File: src/rtl/atm_session_driver_if.sv
// Host-side request/response channels of the ATM session driver.
// The host takes the master modport, the driver the slave modport.
interface atm_session_driver_if;
   logic        req_valid;
   logic        req_ready;
   logic [2:0]  req_operation;
   logic [3:0]  req_acc_num;
   logic [13:0] req_pin;
   logic [13:0] req_new_pin;
   logic [15:0] req_amount;
   logic        req_language;

   logic        rsp_valid;
   logic        rsp_ready;
   logic [31:0] rsp_balance;
   logic        rsp_success;
   logic [2:0]  rsp_state;
   logic        rsp_error;

   modport master (
      output req_valid, req_operation, req_acc_num, req_pin, req_new_pin,
             req_amount, req_language, rsp_ready,
      input  req_ready, rsp_valid, rsp_balance, rsp_success, rsp_state, rsp_error
   );

   modport slave (
      input  req_valid, req_operation, req_acc_num, req_pin, req_new_pin,
             req_amount, req_language, rsp_ready,
      output req_ready, rsp_valid, rsp_balance, rsp_success, rsp_state, rsp_error
   );
endinterface

File: src/rtl/atm_session_driver.sv
// ATM session driver: accepts one host request, applies it to the ATM for a
// fixed hold window, captures the ATM results and hands them back to the host.
// The ATM is held idle (atm_rst low) whenever no request is running.
module atm_session_driver #(
   parameter int unsigned HOLD_CYCLES = 4,
   parameter int unsigned HOLD_LONG   = 6
) (
   input  logic         clk,
   input  logic         rst,
   atm_session_driver_if.slave host,
   output logic         atm_rst,
   output logic [2:0]   atm_operation,
   output logic [3:0]   atm_acc_num,
   output logic [13:0]  atm_pin,
   output logic [13:0]  atm_new_pin,
   output logic [15:0]  atm_amount,
   output logic         atm_language,
   input  logic [31:0]  atm_balance,
   input  logic         atm_success,
   input  logic [2:0]   atm_state,
   output logic         busy
);

   localparam int unsigned HOLD_MAX = (HOLD_CYCLES > HOLD_LONG) ? HOLD_CYCLES : HOLD_LONG;
   localparam int unsigned CW       = (HOLD_MAX > 1) ? $clog2(HOLD_MAX) : 1;
   localparam logic [CW-1:0] LOAD_SHORT = CW'(HOLD_CYCLES - 1);
   localparam logic [CW-1:0] LOAD_LONG  = CW'(HOLD_LONG - 1);

   typedef enum logic [1:0] {
      S_IDLE,
      S_RUN,
      S_RESPOND
   } state_t;

   state_t        state;
   state_t        state_nxt;
   logic [CW-1:0] cnt;
   logic          accept;
   logic          req_bad;

   assign accept  = host.req_valid && host.req_ready;
   assign req_bad = (host.req_operation < 3'd3) ||
                    (host.req_pin > 14'd9999) ||
                    (host.req_new_pin > 14'd9999);

   // State register
   always_ff @(posedge clk) begin
      if (rst) state <= S_IDLE;
      else     state <= state_nxt;
   end

   // Next-state and state-decoded outputs
   always_comb begin
      state_nxt      = state;
      host.req_ready = 1'b0;
      host.rsp_valid = 1'b0;
      atm_rst        = 1'b0;
      busy           = 1'b1;
      case (state)
         S_IDLE: begin
            busy           = 1'b0;
            host.req_ready = !rst;
            if (accept) state_nxt = req_bad ? S_RESPOND : S_RUN;
         end
         S_RUN: begin
            atm_rst = 1'b1;
            if (cnt == '0) state_nxt = S_RESPOND;
         end
         S_RESPOND: begin
            host.rsp_valid = 1'b1;
            if (host.rsp_ready) state_nxt = S_IDLE;
         end
         default: state_nxt = S_IDLE;
      endcase
   end

   // Operand latch, hold counter and response capture
   always_ff @(posedge clk) begin
      if (rst) begin
         cnt              <= '0;
         atm_operation    <= '0;
         atm_acc_num      <= '0;
         atm_pin          <= '0;
         atm_new_pin      <= '0;
         atm_amount       <= '0;
         atm_language     <= 1'b0;
         host.rsp_balance <= '0;
         host.rsp_success <= 1'b0;
         host.rsp_state   <= '0;
         host.rsp_error   <= 1'b0;
      end else begin
         if (state == S_IDLE && accept) begin
            if (req_bad) begin
               host.rsp_balance <= '0;
               host.rsp_success <= 1'b0;
               host.rsp_state   <= 3'd7;
               host.rsp_error   <= 1'b1;
            end else begin
               atm_operation <= host.req_operation;
               atm_acc_num   <= host.req_acc_num;
               atm_pin       <= host.req_pin;
               atm_new_pin   <= host.req_new_pin;
               atm_amount    <= host.req_amount;
               atm_language  <= host.req_language;
               cnt           <= (host.req_operation == 3'd7) ? LOAD_LONG : LOAD_SHORT;
            end
         end
         if (state == S_RUN) begin
            if (cnt == '0) begin
               host.rsp_balance <= atm_balance;
               host.rsp_success <= atm_success;
               host.rsp_state   <= atm_state;
               host.rsp_error   <= 1'b0;
            end else begin
               cnt <= cnt - CW'(1);
            end
         end
      end
   end

endmodule
File: src/flat_wrapper.sv
// flat-port wrapper written by rule: the top's interface ports become plain ports
module atm_session_driver_flat 
#(
   parameter int unsigned HOLD_CYCLES = 4,
   parameter int unsigned HOLD_LONG   = 6
)
  (clk, rst, atm_rst, atm_operation, atm_acc_num, atm_pin, atm_new_pin, atm_amount, atm_language, atm_balance, atm_success, atm_state, busy, host_req_valid, host_req_operation, host_req_acc_num, host_req_pin, host_req_new_pin, host_req_amount, host_req_language, host_rsp_ready, host_req_ready, host_rsp_valid, host_rsp_balance, host_rsp_success, host_rsp_state, host_rsp_error);
  atm_session_driver_if host_i ();
  input  logic clk;
  input  logic rst;
  output logic atm_rst;
  output logic [2:0] atm_operation;
  output logic [3:0] atm_acc_num;
  output logic [13:0] atm_pin;
  output logic [13:0] atm_new_pin;
  output logic [15:0] atm_amount;
  output logic atm_language;
  input  logic [31:0] atm_balance;
  input  logic atm_success;
  input  logic [2:0] atm_state;
  output logic busy;
  input wire logic [$bits(host_i.req_valid)-1:0] host_req_valid;
  input wire logic [$bits(host_i.req_operation)-1:0] host_req_operation;
  input wire logic [$bits(host_i.req_acc_num)-1:0] host_req_acc_num;
  input wire logic [$bits(host_i.req_pin)-1:0] host_req_pin;
  input wire logic [$bits(host_i.req_new_pin)-1:0] host_req_new_pin;
  input wire logic [$bits(host_i.req_amount)-1:0] host_req_amount;
  input wire logic [$bits(host_i.req_language)-1:0] host_req_language;
  input wire logic [$bits(host_i.rsp_ready)-1:0] host_rsp_ready;
  output wire logic [$bits(host_i.req_ready)-1:0] host_req_ready;
  output wire logic [$bits(host_i.rsp_valid)-1:0] host_rsp_valid;
  output wire logic [$bits(host_i.rsp_balance)-1:0] host_rsp_balance;
  output wire logic [$bits(host_i.rsp_success)-1:0] host_rsp_success;
  output wire logic [$bits(host_i.rsp_state)-1:0] host_rsp_state;
  output wire logic [$bits(host_i.rsp_error)-1:0] host_rsp_error;
  assign host_i.req_valid = host_req_valid;
  assign host_i.req_operation = host_req_operation;
  assign host_i.req_acc_num = host_req_acc_num;
  assign host_i.req_pin = host_req_pin;
  assign host_i.req_new_pin = host_req_new_pin;
  assign host_i.req_amount = host_req_amount;
  assign host_i.req_language = host_req_language;
  assign host_i.rsp_ready = host_rsp_ready;
  assign host_req_ready = host_i.req_ready;
  assign host_rsp_valid = host_i.rsp_valid;
  assign host_rsp_balance = host_i.rsp_balance;
  assign host_rsp_success = host_i.rsp_success;
  assign host_rsp_state = host_i.rsp_state;
  assign host_rsp_error = host_i.rsp_error;
  atm_session_driver #(.HOLD_CYCLES(HOLD_CYCLES), .HOLD_LONG(HOLD_LONG)) u_core (.clk(clk), .rst(rst), .host(host_i), .atm_rst(atm_rst), .atm_operation(atm_operation), .atm_acc_num(atm_acc_num), .atm_pin(atm_pin), .atm_new_pin(atm_new_pin), .atm_amount(atm_amount), .atm_language(atm_language), .atm_balance(atm_balance), .atm_success(atm_success), .atm_state(atm_state), .busy(busy));
endmodule
File: config.mk
export PLATFORM = sky130hd
export DESIGN_NAME = atm_session_driver_flat
export DESIGN_NICKNAME = d
export VERILOG_FILES = /design/src/rtl/atm_session_driver_if.sv /design/src/rtl/atm_session_driver.sv /design/src/flat_wrapper.sv
export SDC_FILE = /design/constraint.sdc
export NUM_CORES = 1
export LEC_CHECK = 0
export ABC_AREA = 0
export BUFFER_PORTS_ARGS = -buffer_cell sky130_fd_sc_hd__buf_2
export CAP_MARGIN = 20
export CORE_UTILIZATION = 50
export DETAILED_ROUTE_END_ITERATION = 6
export GPL_ROUTABILITY_DRIVEN = 0
export PLACE_DENSITY = 0.85
export SLEW_MARGIN = 5
export SYNTH_ARGS = -nofsm -noshare
export SYNTH_HDL_FRONTEND = slang
export SYNTH_SLANG_ARGS = --single-unit
File: constraint.sdc
create_clock -name clk -period 2.73 [get_ports clk]
set_clock_uncertainty 0.05 [all_clocks]
set_input_delay 0.546 -clock clk [delete_from_list [all_inputs] [get_ports clk]]
set_output_delay 0.546 -clock clk [all_outputs]
set_load 0.02 [all_outputs]
After elaboration in Yosys (flattened, before gate mapping)
Index checks and enable logic that the tools add are counted.
{"block": "totals", "reg_bits": 94, "output_inout_bits": 93, "word_cells": 62}
{"block": "op_classes", "n_addsub": 1, "n_lt_le_gt_ge": 3, "n_eq_ne": 6, "muxes": 30, "bitwise": 1, "n_reduce_logical": 9}
{"operator": "two-way mux 32 bit", "n": 4}
{"operator": "greater-than comparator 14 bit, second input constant", "n": 2}
{"operator": "two-way mux 3 bit", "n": 9}
{"operator": "two-way mux 1 bit", "n": 12}
{"operator": "two-way mux 2 bit", "n": 4}
{"operator": "one-hot mux 2 bit (3 select lines)", "n": 1}
{"operator": "inequality test 2 x 1 -> 1 bit, second input constant", "n": 2}
{"operator": "equality test 3 bit, second input constant", "n": 1}
{"operator": "logical NOT 3 bit", "n": 1}
{"operator": "less-than comparator 3 x 2 -> 1 bit, second input constant", "n": 1}
{"operator": "AND reduction 3 bit", "n": 1}
{"operator": "subtractor 3 x 1 -> 3 bit, second input constant", "n": 1}
{"operator": "equality test 2 x 1 -> 1 bit, second input constant", "n": 1}
{"operator": "equality test 2 bit, second input constant", "n": 1}
{"operator": "logical AND 1 bit", "n": 2}
{"operator": "logical NOT 2 bit", "n": 1}
{"operator": "logical OR 1 bit", "n": 2}
{"operator": "inequality test 2 bit, second input constant", "n": 1}
{"operator": "AND reduction 2 bit", "n": 1}
{"operator": "logical NOT 1 bit", "n": 1}
{"operator": "inverter 1 bit", "n": 1}

Longest topological paths before layout
Gate-level depths: netlist of run 1.
{"block": "depth", "ltp_word": 7, "mapped_depth": 8, "ltp_nobuf": 7}

Worst setup path before layout of run 1
Ideal clock, no wire load.
{"block": "synth_path", "kind": "in2reg", "startpoint": "input port rst", "endpoint": "register u_core.host.rsp_balance[13]", "setup_ns": 0.142, "arrival_time_ns": 2.067, "required_ns": 2.538, "setup_slack_ns": 0.472, "stages": 5, "n_path_buf": 1, "path_cell_list": "nor3_1 nand2_1 nor2_1 buf_2 o41ai_2"}
{"block": "synth_between", "elab_chain_cells": 7}
{"element": "start, declared", "line": "flat_wrapper.sv:10", "text": "input logic rst;"}
{"element": "logical NOT 1 bit", "line": "atm_session_driver.sv:62", "text": "host.req_ready = !rst;"}
{"element": "two-way mux 1 bit", "line": "atm_session_driver.sv:59", "text": "case (state)"}
{"element": "logical AND 1 bit", "line": "atm_session_driver.sv:41", "text": "assign accept = host.req_valid && host.req_ready;"}
{"element": "logical AND 1 bit", "line": "atm_session_driver.sv:92", "text": "if (state == S_IDLE && accept) begin"}
{"element": "two-way mux 32 bit", "line": "atm_session_driver.sv:92"}
{"element": "two-way mux 32 bit", "line": "atm_session_driver.sv:109", "text": "if (cnt == '0) begin"}
{"element": "two-way mux 32 bit", "line": "atm_session_driver.sv:108", "text": "if (state == S_RUN) begin"}
{"element": "end signal, assigned", "line": "atm_session_driver.sv:110", "text": "host.rsp_balance <= atm_balance;"}
{"element": "end, declared", "line": "atm_session_driver_if.sv:29", "text": "output req_ready, rsp_valid, rsp_balance, rsp_success, rsp_state, rsp_error"}
Parallel ways exist; a longest one is shown, timed or not.
A chain may end at the register's enable or synchronous reset.

Worst setup path after layout of run 1
{"block": "layout_path", "startpoint": "input port host_req_new_pin[4]", "endpoint": "register u_core.atm_amount[1]"}
{"block": "layout_between", "elab_chain_cells": 4}
{"element": "start, declared", "line": "flat_wrapper.sv:26", "text": "input wire logic [$bits(host_i.req_new_pin)-1:0] host_req_new_pin;"}
{"element": "greater-than comparator 14 bit", "line": "atm_session_driver.sv:44", "text": "(host.req_new_pin > 14'd9999);"}
{"element": "logical OR 1 bit", "line": "atm_session_driver.sv:43", "text": "(host.req_pin > 14'd9999) ||"}
{"element": "inverter 1 bit (no line)"}
{"element": "AND reduction 2 bit (no line)"}
{"element": "end signal, assigned", "line": "atm_session_driver.sv:103", "text": "atm_amount <= host.req_amount;"}
{"element": "end, declared", "line": "atm_session_driver.sv:16", "text": "output logic [15:0] atm_amount,"}
Every way passes these cells.

==> impl_metrics.env, run 1 <==
export IMPL_cp_start_kind="input port"
export IMPL_antennaDiodeCount=0
export IMPL_rsz0062_at_grt="no"
export IMPL_die_y_um=91.9
export IMPL_vias_per_cell=5.46
export IMPL_fin_tns_setup_ns=0
export IMPL_critPathRequiredTime_ns=2.90
export IMPL_clkLatencyLatePin_ns=0.33
export IMPL_drv_slew=0
export IMPL_slew_headroom=0.379
export IMPL_cts_sinks=94
export IMPL_start_util=0.520
export IMPL_yosys_top_cells_area="dfxtp_1 (47%), a21oi_1 (6.8%), nand3_1 (6.6%), nand3b_1 (6.1%), o41ai_2 (6.0%)"
export IMPL_synth_seq_area_share=0.466
export IMPL_grt_pass1_vias=3699
export IMPL_p_leak_nw=2.23
export IMPL_die_w_um=91.9
export IMPL_cts_path_max_buffers=2
export IMPL_wl_per_cell_um=14.4
export IMPL_io_pins=185
export IMPL_dr_pass1_iters=5
export IMPL_first_iter_violations=178
export IMPL_core_area_sq_um=7770
export IMPL_layout_common_cells="buf_2 (183), dfxtp_1 (94), a21oi_1 (55)"
export IMPL_yosys_warnings=0
export IMPL_ys_seq_elements=94
export IMPL_cts_buffers=9
export IMPL_fmax_mhz=459
export IMPL_synth_edff_count=0
export IMPL_hold_viol=0
export IMPL_h_tree_depth=3
export IMPL_power_mw=2.76
export IMPL_root_buffer="clkbuf_8"
export IMPL_min_path_type="input port to flop"
export IMPL_syn_inst=458
export IMPL_syn_area_sq_um=4040
export IMPL_numPortBuffers=184
export IMPL_post_route_min_period_ns=2.18
export IMPL_clk_pin_slew_ns=0.09
export IMPL_final_antenna_net_count=0
export IMPL_critPathMaxFanout=56
export IMPL_via_count=3929
export IMPL_synth_ff_type="dfxtp_1"
export IMPL_end_kind="flop"
export IMPL_cts_resized=0
export IMPL_post_cts_buffers=0
export IMPL_antenna_found_initial=0
export IMPL_fin_crit_sh=0.799
export IMPL_drc=0
export IMPL_avgSynthCellArea_sq_um=8.82
export IMPL_drv_cap=0
export IMPL_cp_arrival_ns=2.35
export IMPL_finalWorstSetupSlack_ns=0.550
export IMPL_synth_top_cell_area_share=0.466
export IMPL_wl_um=10400
export IMPL_drive_above_1_share=0.374
export IMPL_dp_slack_ns=0.167
export IMPL_nets=706
export IMPL_syn_num_nets=552
export IMPL_grt_use_total=0.239
export IMPL_rows=32
export IMPL_die_area_sq_um=8440
export IMPL_synth_cell_types=32
export IMPL_hpwl_um=7040
export IMPL_grt_pass1_wl_um=16600
export IMPL_tritoncts="built"
export IMPL_status="finished clean"
export IMPL_tightest_slew_ns=0.929
export IMPL_power_density_nw_per_um2=533
export IMPL_max_vdd_ir_drop_mv=0.385
export IMPL_area_growth_pct=28.4
export IMPL_grt_max_degree=129
export IMPL_synthArstFlopShare=0
export IMPL_grt_ovfl_total=0
export IMPL_setup_viol=0
export IMPL_hold_buffers=0
export IMPL_synth_area_leader_cell="dfxtp_1"
export IMPL_critical_path_class="input port to flop"
export IMPL_final_common_cell="buf_2"
==> metrics by stage <==
stage	instances	area, sq um	utilization	hold slack, ns
floorplan	458	4040	-	0.393
global placement	702	4950	0.637	0.396
detailed placement	702	4950	0.637	0.404
CTS	718	5160	0.664	0.362
global route	719	5190	0.668	0.360
finish	719	5190	0.668	0.376
==> final cells by class <==
class / instances / area [sq um]
timing repair buffer: 191 / 1020
clock inverter: 4 / 53.8
clock buffer: 12 / 155
fill: 654 / 2580
multi-input combinational: 278 / 1800
sequential: 94 / 1880
tap: 102 / 128
inverter: 38 / 143
==> registers in the layout, indices dropped and copies added (netlist names), 2 cells and up <==
name                     count
u_core.cnt                   3
u_core.atm_pin              14
u_core.atm_operation         3
u_core.atm_new_pin          14
u_core.atm_amount           16
u_core.atm_acc_num           4
u_core.state                 2
u_core.host.rsp_balance     32
u_core.host.rsp_state        3
==> final timing paths <==
path,startpoint,to,slack [ns],depth (start not counted)
max reg2reg,u_core.state[0]$_SDFFE_PP0P_,u_core.host.rsp_balance[1]$_SDFF_PP0_,0.75,4
min,atm_balance[28],u_core.host.rsp_balance[28]$_SDFF_PP0_,0.38,3
min reg2reg,u_core.atm_new_pin[1]$_SDFFE_PP0P_,u_core.atm_new_pin[1]$_SDFFE_PP0P_,0.41,2
max,host_req_new_pin[4],u_core.atm_amount[1]$_SDFFE_PP0P_,0.55,6
==> worst max-delay path, cell delays in order <==
cell,delay (ns)
buf_2,0.10
nor4_1,0.31
nor2_1,0.14
or4_4,0.82
o21ai_0,0.30
a21oi_1,0.10
==> cells by family after synthesis <==
kind of cell / count (synthesis) / share of synthesized area
and+or+nand+nor: 122 / 0.178
buffers and inverters: 86 / 0.0923
adders and majority gates: 2 / 0.00619
DFF: 94 / 0.466
AOI/OAI and AO/OA: 154 / 0.258
==> report_power, final <==
group	internal, mW	switching (mW)
clock network	0.478	0.467
registers	1.41	0.0185
logic	0.138	0.256
total	2.02	0.742
==> synth_stat cells (all sizes together) (3+ instances only) <==
| library cell | number |
|---|---|
| clkbuf | 32 |
| a211oi | 7 |
| nand2 | 4 |
| a21oi | 55 |
| nand3b | 33 |
| dfxtp | 94 |
| buf | 16 |
| inv | 38 |
| o21ai | 55 |
| o41ai | 33 |
| nor2 | 11 |
| nand3 | 53 |
| nor3 | 7 |
| nor4 | 3 |
==> per-layer routing <==
layer	routed length, um	vias up	track usage
li1	-	1957	-
met2	5150	142	0.422
met4	107	0	0.0729
met5	0	-	0
met1	4400	1822	0.286
met3	711	8	0.0547
Power figures use the tool's default switching activity.
==> run 2: changes to the inputs <==
- CORE_UTILIZATION: 50 -> 42
- PLACE_DENSITY: 0.85 -> 0.76
- clock period: 2.73 -> 1.9 ns (I/O delays scaled with it)
==> run 2 against run 1 <==
  * Final area up 3.2%
  * Hold slack worse by 0.18 ns
  * Clock power grew 26%
==> impl_metrics.env, run 2 (synthesis results as in run 1) <==
export IMPL_status="finished clean"
export IMPL_first_iter_violations=151
export IMPL_tritoncts="built"
export IMPL_drv_cap=0
export IMPL_critical_path_class="flop to flop"
export IMPL_holdWs_ns=0.194
export IMPL_grt_max_degree=129
export IMPL_vias_per_cell=5.26
export IMPL_die_w_um=100
export IMPL_hpwl_um=7260
export IMPL_nets=724
export IMPL_tightest_slew_ns=0.554
export IMPL_hold_depth=3
export IMPL_drv_slew=0
export IMPL_dp_slack_ns=-0.364
export IMPL_fin_tns_setup_ns=0
export IMPL_grt_ovfl_total=0
export IMPL_core_area_sq_um=9280
export IMPL_hold_viol=0
export IMPL_post_route_min_period_ns=1.77
export IMPL_fin_crit_sh=0.932
export IMPL_h_tree_depth=3
export IMPL_utilization=0.577
export IMPL_clk_pin_slew_ns=0.09
export IMPL_via_count=4022
export IMPL_cp_start_kind="flop"
export IMPL_final_antenna_net_count=0
export IMPL_cts_path_max_buffers=2
export IMPL_wl_um=10900
export IMPL_die_area_sq_um=10000
export IMPL_end_kind="flop"
export IMPL_grt_pass1_wl_um=17200
export IMPL_final_common_cell="buf_2"
export IMPL_root_buffer="clkbuf_8"
export IMPL_min_path_type="input port to flop"
export IMPL_whs_endpoint="u_core.host.rsp_success$_SDFF_PP0_"
export IMPL_place_inst=747
export IMPL_critPathRequiredTime_ns=2.10
export IMPL_numPortBuffers=184
export IMPL_fin_cells=764
export IMPL_dr_pass1_iters=5
export IMPL_p_leak_nw=2.32
export IMPL_io_pins=185
export IMPL_largest_register_ffs=32
export IMPL_antennaDiodeCount=0
export IMPL_reg2reg_depth=5
export IMPL_start_util=0.435
export IMPL_critPathMaxFanout=54
export IMPL_top_register="u_core.host.rsp_balance"
export IMPL_r2r_end="u_core.cnt[1]$_SDFF_PP0_"
export IMPL_rsz0062_at_grt="no"
export IMPL_reg2reg_slack_ns=0.13
export IMPL_wl_per_cell_um=14.3
export IMPL_max_vdd_ir_drop_mv=0.292
export IMPL_rows=35
export IMPL_fill_cells=886
export IMPL_grt_pass1_vias=3731
export IMPL_fmax_mhz=565
export IMPL_drc=0
export IMPL_die_y_um=100
export IMPL_cp_arrival_ns=1.97
export IMPL_power_density_nw_per_um2=720
export IMPL_cts_buffers=9
export IMPL_finalWorstSetupSlack_ns=0.129
export IMPL_drive_above_1_share=0.398
export IMPL_r2r_start="u_core.state[0]$_SDFFE_PP0P_"
export IMPL_layout_common_cells="buf_2 (183), dfxtp_1 (94), a21oi_1 (55)"
export IMPL_clkLatencyLatePin_ns=0.35
export IMPL_setup_viol=0
export IMPL_post_cts_buffers=0
export IMPL_grt_use_total=0.213
export IMPL_holdCritStartpoint="atm_success"
export IMPL_area_growth_pct=32.5
export IMPL_cts_sinks=94
export IMPL_slew_headroom=0.630
export IMPL_antenna_found_initial=0
export IMPL_reg_largest_list="u_core.host.rsp_balance x32, u_core.atm_amount x16"
==> run 2: cell types whose count changed in the layout (fill, tap and decap cells not counted), moves of 2 or more <==
cell | before | now
buf_4 | 5 | 20
buf_12 | 2 | 5
clkinv_2 | 0 | 3
clkbuf_8 | 11 | 9
clkinv_4 | 0 | 2
==> run 2: metal layers <==
metal / GRT usage / share of wire / wire, um
met1: 0.263 / 0.45 / 4900
met2: 0.364 / 0.48 / 5240
met3: 0.0494 / 0.061 / 662
met4: 0.0769 / 0.013 / 139
met5: 0 / 0 / 0
==> run 2: worst max-delay path by stage <==
stage | start | endpoint | slack, ns | cells past startpoint
after floorplan | host_req_pin[4] | u_core.atm_acc_num[0]$_SDFFE_PP0P_ | 0.009 | 7
after global placement | host_req_new_pin[4] | u_core.atm_new_pin[11]$_SDFFE_PP0P_ | -0.31 | 7
after detailed placement | host_req_pin[13] | u_core.host.rsp_balance[29]$_SDFF_PP0_ | -0.36 | 7
after CTS | u_core.state[0]$_SDFFE_PP0P_ | u_core.host.rsp_balance[29]$_SDFF_PP0_ | 0.02 | 4
after global routing | u_core.state[0]$_SDFFE_PP0P_ | u_core.cnt[1]$_SDFF_PP0_ | 0.01 | 5
final | u_core.state[0]$_SDFFE_PP0P_ | u_core.cnt[1]$_SDFF_PP0_ | 0.13 | 5
==> run 2: final cells by class <==
| type | instances | area, sq um | share of cell area |
|---|---|---|---|
| clock buffers | 9 | 124 | 0.0231 |
| clock inverters | 7 | 48.8 | 0.00911 |
| multi-input cells | 279 | 1830 | 0.342 |
| repair buffers | 208 | 1170 | 0.218 |
| flip-flops and latches | 94 | 1880 | 0.351 |
| well taps | 129 | 161 | 0.0301 |
| inverters | 38 | 143 | 0.0266 |
==> run 2: what timing repair did <==
item / in CTS / in global routing
hold buffers: 0 / 0
endpoints found under the hold margin: 0 / 0
resized for setup: 0 / 3
endpoints found under the setup margin: 0 / 35
==> run 2: critical path, stage by stage (launching register included) <==
cell and delay [ns]:
dfxtp_1 0.46, nor3_2 0.09, nand2_2 0.16, buf_4 0.50, o21ai_1 0.14, a32o_1 0.27
==> run 2: through the flow <==
| step | instance area [sq um] | total power [mW] |
|---|---|---|
| detailed placement | 5160 | 2.71 |
| finish | 5350 | 3.85 |
| global placement | 5160 | 2.69 |
| CTS | 5330 | 3.90 |
| floorplan | 4050 | 2.45 |
| global route | 5350 | 4.05 |
==> run 2: report_power, final <==
group          switching (mW)  internal, mW  leakage [nW]
clock                   0.707         0.478        0.0894
combinational           0.385         0.236          1.47
sequential             0.0282          2.02         0.760
total                    1.12          2.73          2.32
==> run 3: changes to the inputs <==
- CORE_MARGIN: default -> 5
- clock period: 1.9 -> 1.5 ns (I/O delays scaled with it)
==> run 3 against run 2 <==
  * The run now ends with negative setup slack left
  * Core utilization is 12 points higher
  * Hold slack got worse by 0.068 ns
  * Critical path depth up 2
  * Critical path type is now input port to flop
  * Power up 46%
  * Non-clock buffer count up 45
  * Clock power up 58%
  * Register-to-register slack got worse by 0.24 ns
  * Highest routed layer unchanged
  * Routed wire length grew 32%
  * Cell count up 6.0%
  * Via count rose by 9.5%
==> impl_metrics.env, run 3 (synthesis results as in run 1) <==
export IMPL_layout_common_cells="buf_2 (177), dfxtp_1 (91), nand3_1 (53)"
export IMPL_reg_largest_list="u_core.host.rsp_balance x32, u_core.atm_amount x16"
export IMPL_fill_cells=736
export IMPL_wl_per_cell_um=17.9
export IMPL_drc=0
export IMPL_setup_viol=94
export IMPL_cts_buffers=9
export IMPL_critPathRequiredTime_ns=1.66
export IMPL_numPortBuffers=184
export IMPL_clkPwrFrac=0.334
export IMPL_h_tree_depth=3
export IMPL_rows=35
export IMPL_io_pins=185
export IMPL_start_util=0.433
export IMPL_drive_above_1_share=0.514
export IMPL_dp_slack_ns=-0.541
export IMPL_wl_um=14500
export IMPL_p_leak_nw=2.84
export IMPL_path_delay_family="simple AND/OR/NAND/NOR gates"
export IMPL_critical_path_class="input port to flop"
export IMPL_dr_pass1_iters=4
export IMPL_cts_path_max_buffers=2
export IMPL_slowest_delay_ns=0.64
export IMPL_p_switching_mw=1.56
export IMPL_clkLatencyLatePin_ns=0.35
export IMPL_combPwrFrac=0.206
export IMPL_die_area_sq_um=11700
export IMPL_vias_per_cell=5.44
export IMPL_hold_viol=0
export IMPL_first_iter_violations=187
export IMPL_finalWorstSetupSlack_ns=-0.192
export IMPL_worst_path_buf_inv=2
export IMPL_cp_start_kind="input port"
export IMPL_die_y_um=108
export IMPL_power_mw=5.64
export IMPL_cp_slowest_cell="or4_4"
export IMPL_cts_sinks=94
export IMPL_min_path_type="input port to flop"
export IMPL_critPathMaxFanout=5
export IMPL_core_area_sq_um=9330
export IMPL_tightest_slew_ns=0.814
export IMPL_grt_pass1_wl_um=21000
export IMPL_grt_ovfl_total=0
export IMPL_largest_register_ffs=32
export IMPL_nets=770
export IMPL_top_register="u_core.host.rsp_balance"
export IMPL_fin_tns_setup_ns=-10.28
export IMPL_post_route_min_period_ns=1.69
export IMPL_clk_pin_slew_ns=0.09
export IMPL_root_buffer="clkbuf_8"
export IMPL_drv_slew=0
export IMPL_antenna_found_initial=0
export IMPL_rsz0062_at_grt="yes"
export IMPL_grt_max_degree=72
export IMPL_fin_crit_sh=1.13
export IMPL_final_antenna_net_count=0
export IMPL_status="finished with violations"
export IMPL_post_dp_cell_area_sq_um=5300
export IMPL_final_common_cell="buf_2"
export IMPL_place_inst=758
export IMPL_via_count=4405
export IMPL_grt_pass1_vias=4236
export IMPL_fin_cells=810
export IMPL_antennaDiodeCount=0
export IMPL_cp_cell_sequence="buf_8 -> nor4_4 -> nor2_2 -> or4_4 -> buf_6 -> o211ai_1 -> a31oi_1"
export IMPL_max_vdd_ir_drop_mv=0.554
export IMPL_die_w_um=108
export IMPL_area_growth_pct=60.1
export IMPL_final_area_sq_um=6470
export IMPL_p_sw_frac=0.277
export IMPL_cp_arrival_ns=1.85
export IMPL_power_density_nw_per_um2=872
export IMPL_slew_headroom=0.458
export IMPL_end_kind="flop"
export IMPL_grt_use_total=0.223
export IMPL_fmax_mhz=591
export IMPL_seq_power_share=0.460
export IMPL_tritoncts="built"
export IMPL_hpwl_um=8350
export IMPL_p_int_mw=4.08
export IMPL_violations="negative setup slack"
export IMPL_drv_cap=0
-- run 3: path summary, 6_finish.rpt --
path / end / slack (ns) / startpoint / cells past startpoint
max: u_core.cnt[2]$_SDFF_PP0_ / -0.19 / host_req_new_pin[5] / 7
min: u_core.host.rsp_balance[6]$_SDFF_PP0_ / 0.13 / atm_balance[6] / 3
max reg2reg: u_core.host.rsp_balance[15]$_SDFF_PP0_ / -0.11 / u_core.state[1]$_SDFFE_PP0P_ / 8
min reg2reg: u_core.atm_operation[2]$_SDFFE_PP0P_ / 0.42 / u_core.atm_operation[2]$_SDFFE_PP0P_ / 2
-- run 3: power by group through the flow --
stage | Combinational [mW] | Clock, mW | Sequential (mW)
floorplan | 0.399 | 0 | 2.72
global placement | 0.801 | 0 | 2.65
detailed placement | 0.820 | 0 | 2.65
CTS | 1.02 | 1.91 | 2.59
global route | 1.24 | 2.04 | 2.60
finish | 1.16 | 1.88 | 2.60
-- run 3: per-stage QoR --
| step | utilization | hold WS [ns] |
|---|---|---|
| final | 0.693 | 0.126 |
| after global routing | 0.693 | 0.110 |
| after CTS | 0.651 | 0.110 |
| after detailed placement | 0.568 | 0.398 |
| after global placement | 0.568 | 0.393 |
| after floorplan | - | 0.386 |
-- run 3: what timing repair did --
action / in CTS / in global routing
endpoints found under the hold margin: 0 / 0
setup buffers: 18 / 7
cloned: 5 / 8
setup endpoints to repair: 95 / 98
pin swaps: 15 / 33
hold buffers: 0 / 0
gates resized for setup: 68 / 61
-- run 3: area by class of cell --
type,count,area (sq um),share of cell area
Clock buffer,11,141,0.0219
Clock inverter,5,82.6,0.0128
Inverter,38,145,0.0224
Multi-Input combinational cell,280,2150,0.333
Sequential cell,94,1890,0.291
Tap cell,129,161,0.0250
Timing Repair Buffer,253,1900,0.293
-- run 3: worst min-delay path: stages --
cell and delay (ns):
buf_2 0.08, nand3b_1 0.07, o41ai_2 0.05
-- run 3: metal layers --
layer	GRT usage	share of wire	up-vias
li1	-	-	2087
met1	0.271	0.40	2129
met2	0.394	0.52	168
met3	0.0537	0.069	21
met4	0.0568	0.015	0
met5	0	0	-
